File: src/rtl/det_event_logger.sv
// det_event_logger
// Records the free-running timestamp into a small first-word-fall-through
// FIFO on every cycle the pattern detector asserts its match flag. The host
// drains the FIFO through a valid/ready port. A saturating total-match
// counter and a sticky overflow flag accompany the queue.
//
// Ports:
//   clk_i        rising-edge clock
//   rstn         asynchronous active-low reset
//   z_i          match flag, one event per high cycle
//   clr_i        synchronous clear of all state (highest priority)
//   evt_ready_i  consumer accepts the head entry
//   evt_valid_o  FIFO not empty
//   evt_ts_o     timestamp of the head entry (forced to 0 when empty)
//   evt_count_o  total events seen, saturating
//   ovf_o        sticky: at least one event was dropped
//   level_o      FIFO occupancy, 0..DEPTH
module det_event_logger #(
  parameter int TS_W  = 16,
  parameter int DEPTH = 4,
  parameter int CNT_W = 8
) (
  input  logic                       clk_i,
  input  logic                       rstn,
  input  logic                       z_i,
  input  logic                       clr_i,
  input  logic                       evt_ready_i,
  output logic                       evt_valid_o,
  output logic [TS_W-1:0]            evt_ts_o,
  output logic [CNT_W-1:0]           evt_count_o,
  output logic                       ovf_o,
  output logic [$clog2(DEPTH):0]     level_o
);

  localparam int AW = $clog2(DEPTH);
  localparam int LW = AW + 1;

  logic [TS_W-1:0]  ts;
  logic [TS_W-1:0]  mem [DEPTH];
  logic [AW-1:0]    wr_ptr, rd_ptr;
  logic [LW-1:0]    level;
  logic [CNT_W-1:0] count;
  logic             ovf;

  logic full, pop, push, drop;

  assign full = (level == LW'(DEPTH));
  assign pop  = evt_valid_o & evt_ready_i;
  // A full FIFO can still take the event when the head leaves this cycle.
  assign push = z_i & (~full | pop);
  assign drop = z_i & full & ~pop;

  always_ff @(posedge clk_i or negedge rstn) begin
    if (!rstn) begin
      ts     <= '0;
      wr_ptr <= '0;
      rd_ptr <= '0;
      level  <= '0;
      count  <= '0;
      ovf    <= 1'b0;
    end else if (clr_i) begin
      ts     <= '0;
      wr_ptr <= '0;
      rd_ptr <= '0;
      level  <= '0;
      count  <= '0;
      ovf    <= 1'b0;
    end else begin
      ts <= ts + 1'b1;
      if (push) wr_ptr <= wr_ptr + 1'b1;
      if (pop)  rd_ptr <= rd_ptr + 1'b1;
      level <= level + LW'(push) - LW'(pop);
      if (z_i && (count != '1)) count <= count + 1'b1;
      if (drop) ovf <= 1'b1;
    end
  end

  // Storage carries no reset; emptiness is tracked by level alone.
  always_ff @(posedge clk_i) begin
    if (push && !clr_i) mem[wr_ptr] <= ts;
  end

  assign evt_valid_o = (level != '0);
  assign evt_ts_o    = evt_valid_o ? mem[rd_ptr] : '0;
  assign evt_count_o = count;
  assign ovf_o       = ovf;
  assign level_o     = level;

endmodule

File: config.mk
export PLATFORM = sky130hd
export DESIGN_NAME = det_event_logger
export DESIGN_NICKNAME = d
export VERILOG_FILES = /design/src/rtl/det_event_logger.sv
export SDC_FILE = /design/constraint.sdc
export NUM_CORES = 1
export LEC_CHECK = 0
export CORE_ASPECT_RATIO = 0.5
export CORE_MARGIN = 2
export CORE_UTILIZATION = 67
export DETAILED_ROUTE_END_ITERATION = 10
export DONT_BUFFER_PORTS = 1
export GPL_ROUTABILITY_DRIVEN = 0
export HOLD_SLACK_MARGIN = 0.06
export PLACE_DENSITY = 0.87
export SETUP_SLACK_MARGIN = 0.05
export SLEW_MARGIN = 0
export SYNTH_ARGS = -nofsm -noshare
export SYNTH_HDL_FRONTEND = slang
export SYNTH_SLANG_ARGS = --single-unit
export TNS_END_PERCENT = 100
File: constraint.sdc
create_clock -name clk_i -period 6.4 [get_ports clk_i]
set_input_delay 0.64 -clock clk_i [delete_from_list [all_inputs] [get_ports clk_i]]
set_output_delay 0.64 -clock clk_i [all_outputs]
set_load 0.05 [all_outputs]
==> impl_metrics.tcl, run 1 <==
set metrics [dict create \
    cts_tree "built" \
    arrival_ps 2590 \
    diodes 0 \
    rsz0062_at_grt "no" \
    htreeDepth 3 \
    drt-wirelength-per-cell_um 22.4 \
    dieArea_um2 6770 \
    synth_area_um2 4080 \
    numCtsBuffers 9 \
    yosys-top-cells-count "64 x edfxtp_1, 32 x dfrtp_1, 29 x nor2_1, 21 x and2_1, 16 x mux4_2" \
    postCtsResizedCells 0 \
    ir_worst_vdd_uv 268 \
    final.setup.tns_ps 0 \
    yosysTopAreaCell "edfxtp_1" \
    cp_num_buf_inv 0 \
    cpLargestDelayFamily "simple AND/OR/NAND/NOR gates" \
    end_kind "primary output" \
    ys_seq_area_share_pct 66.7 \
    grt_pass1_vias 2410 \
    final_hold_viol_count 0 \
    fin_skew_ps 5.94 \
    antenna_found_initial 0 \
    async_reset_ff_share_pct 33.3 \
    synth_top_flop_cell "edfxtp_1" \
    use_met1_pct 33.3 \
    synthXorXnorAreaFrac_pct 3.65 \
    synth_top_family_by_area "simple AND/OR/NAND/NOR gates" \
    dpl.hpwl_um 4330 \
    synth-simple-area-share_pct 13.0 \
    syn_inst 266 \
    status "finished, final reports clean" \
    coreArea_um2 5980 \
    drt-initial-drc-count 172 \
    synth_top_area_share_pct 47.1 \
    required_ps 5760 \
    cts_root_buf "clkbuf_16" \
    worst_setup_path_start_kind "flip-flop" \
    finalSetupViolations 0 \
    synth-seq-cells 96 \
    busiest_layer "met2" \
    yosysWarnings 0 \
    die_y_um 59.2 \
    portBuffers 0 \
    post_cts_buffers 0 \
    worstHoldPathType "in -> async" \
    cp_slowest_stage_delay_ps 920 \
    power_density_nw_per_um2 388 \
    die_width_um 114 \
    synth_edf_count 64 \
    io_pins 34 \
    p_leak_nw 1.62 \
    synth.most_common_cell "edfxtp_1" \
    post_route_cells_drive_above_1_share_pct 14.3 \
    synth.distinct_cells 41 \
    final_antenna_net_count 0 \
    layout.nets 282 \
    maxSlewHeadroom_pct 26.7 \
    grt-ovfl-total 0 \
    drc 0 \
    grt_max_degree 35 \
    worstMarginPinSlew_ps 1100 \
    vias 2261 \
    worstSkewPairLatency_ps 340 \
    vias_per_cell 6.46 \
    finalMaxSlewViolations 0 \
    muxShareOfSynthArea_pct 9.60 \
    synth_nets 280 \
    finalCritPeriodShare_pct 50.4 \
    worst-setup-path-type "reg -> out" \
    grtUsageMet2_pct 43.5 \
    clk_pin_slew_ps 60 \
    stdcell_area_um2 4450 \
    period_minus_slack_ps 3230 \
    cts_max_path_buffers 2 \
    grt_pass1_wl_um 12800 \
    path_cells "or3_1, and2_1" \
    holdWs_ps 125 \
    area_growth_pct 9.02 \
    max_freq_ghz 0.310 \
    synth_area_leaders "edfxtp_1 47%, dfrtp_1 20%, mux4_2 8.8%" \
    synth_compound_area_share_pct 2.21 \
    power.total_w 0.00173 \
    dr.pass1.iters 4 \
    grt_usage_pct 26.8 \
    cts_sinks 96 \
    fp-row-count 20 \
    drv_cap 0 \
    routed_wl_um 7830 \
    yosys.area_share.adder_pct 2.94 \
    syn_avg_cell_area_um2 15.3 \
    start_util_pct 68.2 \
    slowest_stage "or3_1" \
    grt.met3_usage_pct 10.0 \
    dpl_cell_area_um2 4120 \
    crit_path_max_fanout 19 \
]
sequential cells by signal, summed over array words and instances, names as in the netlist:
signal and count:
ovf_o 1, level_o 3, mem 64, evt_count_o 8
ts 16, wr_ptr 2, rd_ptr 2
layout make-up:
type,instances,area [um2]
flip-flops and latches,96,2720
clock inverters,5,73.8
multi-input cells,154,1280
repair buffers,1,20.0
fillers,329,1530
well taps,77,96.3
clock buffers,11,233
inverters,6,22.5
routing by layer:
layer,wire [um],up-vias
li1,-,990
met2,3820,118
met3,689,17
met4,226,0
met5,0,-
met1,3090,1136
worst paths after layout:
| kind | slack (ps) | startpoint | end | depth (start not counted) |
|---|---|---|---|---|
| hold / removal | 120 | rstn | ts[14] | 1 |
| max in group asynchronous | 6100 | rstn | wr_ptr[0] | 1 |
| setup / recovery | 3170 | level_o[1] | evt_ts_o[5] | 2 |
| setup reg to reg | 3220 | level_o[1] | level_o[2] | 9 |
| min in group clk_i | 370 | clr_i | evt_count_o[3] | 1 |
| hold reg to reg | 560 | ts[15] | mem[3][15] | 0 |
cells by family (layout without fill, tap and decap cells):
logic type / count (synthesis) / in the layout
muxes: 19 / 19
AOI/OAI and AO/OA: 15 / 15
xor gates and xnor gates: 17 / 17
DFF: 96 / 96
and+or+nand+nor: 94 / 94
buffers and inverters: 16 / 23
adders and majority gates: 9 / 9
timing repair:
| action | in CTS | in global routing |
|---|---|---|
| endpoints found under the hold margin | 32 | 0 |
| endpoints found under the setup margin | 0 | 0 |
| hold buffers | 1 | 0 |
power by group:
| group | switching, W | internal, W | total (W) |
|---|---|---|---|
| registers | 0.0000845 | 0.000692 | 0.000777 |
| logic | 0.000277 | 0.000118 | 0.000396 |
| clock network | 0.000214 | 0.000340 | 0.000554 |
| total | 0.000576 | 0.00115 | 0.00173 |
metrics by stage:
| step | util [%] | instances | worst slack, ps |
|---|---|---|---|
| 2_1_floorplan | - | 266 | 3580 |
| 3_3_place_gp | 68.9 | 333 | 3310 |
| 3_5_place_dp | 68.9 | 333 | 3220 |
| 4_1_cts | 74.4 | 350 | 3150 |
| 5_1_grt | 74.4 | 350 | 3080 |
| 6_report | 74.4 | 350 | 3170 |
placed cells by master (no fill, tap or decap), types with 2 or more instances in the layout:
cell type  instances
edfxtp_1          64
dfrtp_1           32
nor2_1            29
and2_1            21
mux4_2            16
nand3_1            9
xnor2_1            9
clkbuf_16          9
xor2_1             8
ha_1               8
inv_1              6
a21oi_1            6
nor3_1             6
nand2_1            5
nand4_1            4
nor2b_1            3
nor4_1             3
o21ai_0            3
nand3_2            2
nor4b_1            2
mux2i_1            2
clkinv_2           2
bufinv_16          2
clkbuf_1           2
No activity file was read; power rests on OpenSTA's default activity.
==> run 2, diff against run 1 <==
- CORE_UTILIZATION: 67 -> 62
- PLACE_DENSITY: 0.87 -> 0.82
- clock period: 6.4 -> 3.3 ns (I/O delays scaled with it)
==> run 2 against run 1 <==
Compared with the run above: non-clock buffer count increased by 5; clock skew decreased by 1.2 ps; critical path depth increased by 7; first-iteration DRC count decreased by 22%; global-route usage decreased by 4.3 points; design area increased by 0.76%; critical path type is now reg -> reg; core utilization decreased by 2.2 points; total power increased by 90%; worst setup slack got worse by 2500 ps; sequential share of layout area decreased by 0.46 points; via count decreased by 3.9%; sequential cell count unchanged; largest power group unchanged.
==> impl_metrics.tcl, run 2 (synthesized netlist as in run 1, its figures left out) <==
set metrics [dict create \
    worst-setup-path-type "reg -> reg" \
    pwr-share-comb_pct 25.4 \
    intPower_w 0.00218 \
    coreArea_um2 6210 \
    portBuffers 0 \
    reg2reg_to "level_o[2]" \
    drc 0 \
    clk_pin_slew_ps 60 \
    worstMarginPinSlew_ps 1160 \
    cts_sinks 96 \
    worst_setup_path_start_kind "flip-flop" \
    final_common_cell "edfxtp_1" \
    die_width_um 119 \
    dieArea_um2 7280 \
    final.setup.tns_ps 0 \
    htreeDepth 3 \
    arrival_ps 2790 \
    grt_pass1_vias 2265 \
    final_hold_viol_count 0 \
    post_route_cells_drive_above_1_share_pct 14.7 \
    regArea_um2 2720 \
    fin_skew_ps 4.69 \
    fp-row-count 20 \
    cts_max_path_buffers 2 \
    rsz0062_at_grt "no" \
    status "finished, final reports clean" \
    finalSetupViolations 0 \
    final_cell_mix "64 x edfxtp_1, 32 x dfrtp_1, 29 x nor2_1" \
    routed_wl_um 7200 \
    min_to "ovf_o" \
    grt-ovfl-total 0 \
    seqPwrFrac_pct 44.5 \
    postCtsResizedCells 0 \
    vias 2173 \
    grt_usage_pct 22.5 \
    holdPathStages 2 \
    largest-register "mem" \
    switching_share_pct 33.7 \
    dr.pass1.iters 6 \
    cts_root_buf "clkbuf_16" \
    final_antenna_net_count 0 \
    die_y_um 61.4 \
    p_leak_nw 1.63 \
    layout.nets 287 \
    worst_slack_ps 689 \
    grt_max_degree 33 \
    worstRegToRegCells 9 \
    largest_register_ffs 64 \
    worstHoldPathType "in -> reg" \
    drt-wirelength-per-cell_um 19.7 \
    p_switching_w 0.00111 \
    cts_tree "built" \
    drv_cap 0 \
    start_util_pct 65.7 \
    period_minus_slack_ps 2610 \
    required_ps 3480 \
    maxSlewHeadroom_pct 22.7 \
    rr_startpoint "level_o[1]" \
    pre_cts_slack_ps 779 \
    min_from "z_i" \
    area_growth_pct 9.84 \
    power_density_nw_per_um2 733 \
    power.share.clock_pct 30.1 \
    ir_worst_vdd_uv 491 \
    numCtsBuffers 9 \
    dpl.hpwl_um 4310 \
    reg2reg_slack_ps 690 \
    antenna_found_initial 0 \
    end_kind "flip-flop" \
    finalCritPeriodShare_pct 79.1 \
    finalMaxSlewViolations 0 \
    worstSkewPairLatency_ps 340 \
    diodes 0 \
    crit_path_max_fanout 5 \
    io_pins 34 \
    max_freq_ghz 0.383 \
    drt-initial-drc-count 135 \
    multi_input_area_um2 1280 \
    vias_per_cell 5.94 \
    grt_pass1_wl_um 11600 \
    n_fill_cell 418 \
]
==> run 2: cell types whose count changed in the layout (fill, tap and decap cells not counted) <==
| cell | before | now |
|---|---|---|
| bufinv_16 | 2 | 1 |
| clkinv_1 | 1 | 0 |
| clkinv_2 | 2 | 1 |
| buf_4 | 0 | 3 |
| clkbuf_1 | 2 | 4 |
| dlygate4sd3_1 | 0 | 2 |
| clkinv_4 | 0 | 1 |
==> run 2: area by class of cell <==
type                            count  share of cell area, %
Clock buffer                       13                   5.36
Clock inverter                      3                  0.977
Inverter                            6                  0.503
Multi-Input combinational cell    154                   28.6
Sequential cell                    96                   60.7
Tap cell                           88                   2.46
Timing Repair Buffer                6                   1.40
==> run 2: worst max-delay path by stage <==
stage               startpoint         end  slack, ps  cells after the start
floorplan           level_o[1]  level_o[2]        760                     10
detailed placement  level_o[1]  level_o[2]        780                      9
finish              level_o[1]  level_o[2]        690                      9
CTS                 level_o[1]  level_o[2]        720                      9
global placement    level_o[1]  level_o[2]        840                      9
global route        level_o[1]  level_o[2]        530                      9
==> run 2: timing repair <==
action                                 in CTS  in global routing
hold buffers                                3                  0
endpoints found under the hold margin      62                  0
setup buffers                               0                  0
==> run 2: routing by layer <==
layer,global-route usage (%),share of wire (%),vias to the layer above
met5,0,0,-
met4,9.69,1.4,0
met3,6.85,6.2,11
met2,38.3,50,80
met1,28.1,42,1086
li1,-,-,996
==> run 2: worst max-delay path, stage by stage (launching register included) <==
cell and delay, ps:
dfrtp_1 620, nor4b_1 460, nand2b_1 260, ha_1 260
inv_1 70, ha_1 140, inv_1 50, fa_1 370
xnor2_1 170, nor2_1 50
==> run 2: per-stage QoR <==
stage / hold slack (ps) / cell area [um2] / power (W) / std cells / utilization [%]
2_1_floorplan: 34.4 / 4080 / 0.00222 / 266 / -
3_3_place_gp: 35.0 / 4160 / 0.00229 / 347 / 67.0
3_5_place_dp: 34.8 / 4160 / 0.00231 / 347 / 67.0
4_1_cts: 160 / 4480 / 0.00332 / 366 / 72.2
5_1_grt: 186 / 4480 / 0.00341 / 366 / 72.2
6_report: 169 / 4480 / 0.00328 / 366 / 72.2
==> run 2: power by group through the flow <==
stage          Clock (W)  Combinational [W]  Sequential (W)
3_3_place_gp           0           0.000811         0.00148
4_1_cts          0.00100           0.000850         0.00146
2_1_floorplan          0           0.000766         0.00145
3_5_place_dp           0           0.000829         0.00149
6_report        0.000989           0.000834         0.00146
5_1_grt          0.00105           0.000890         0.00147
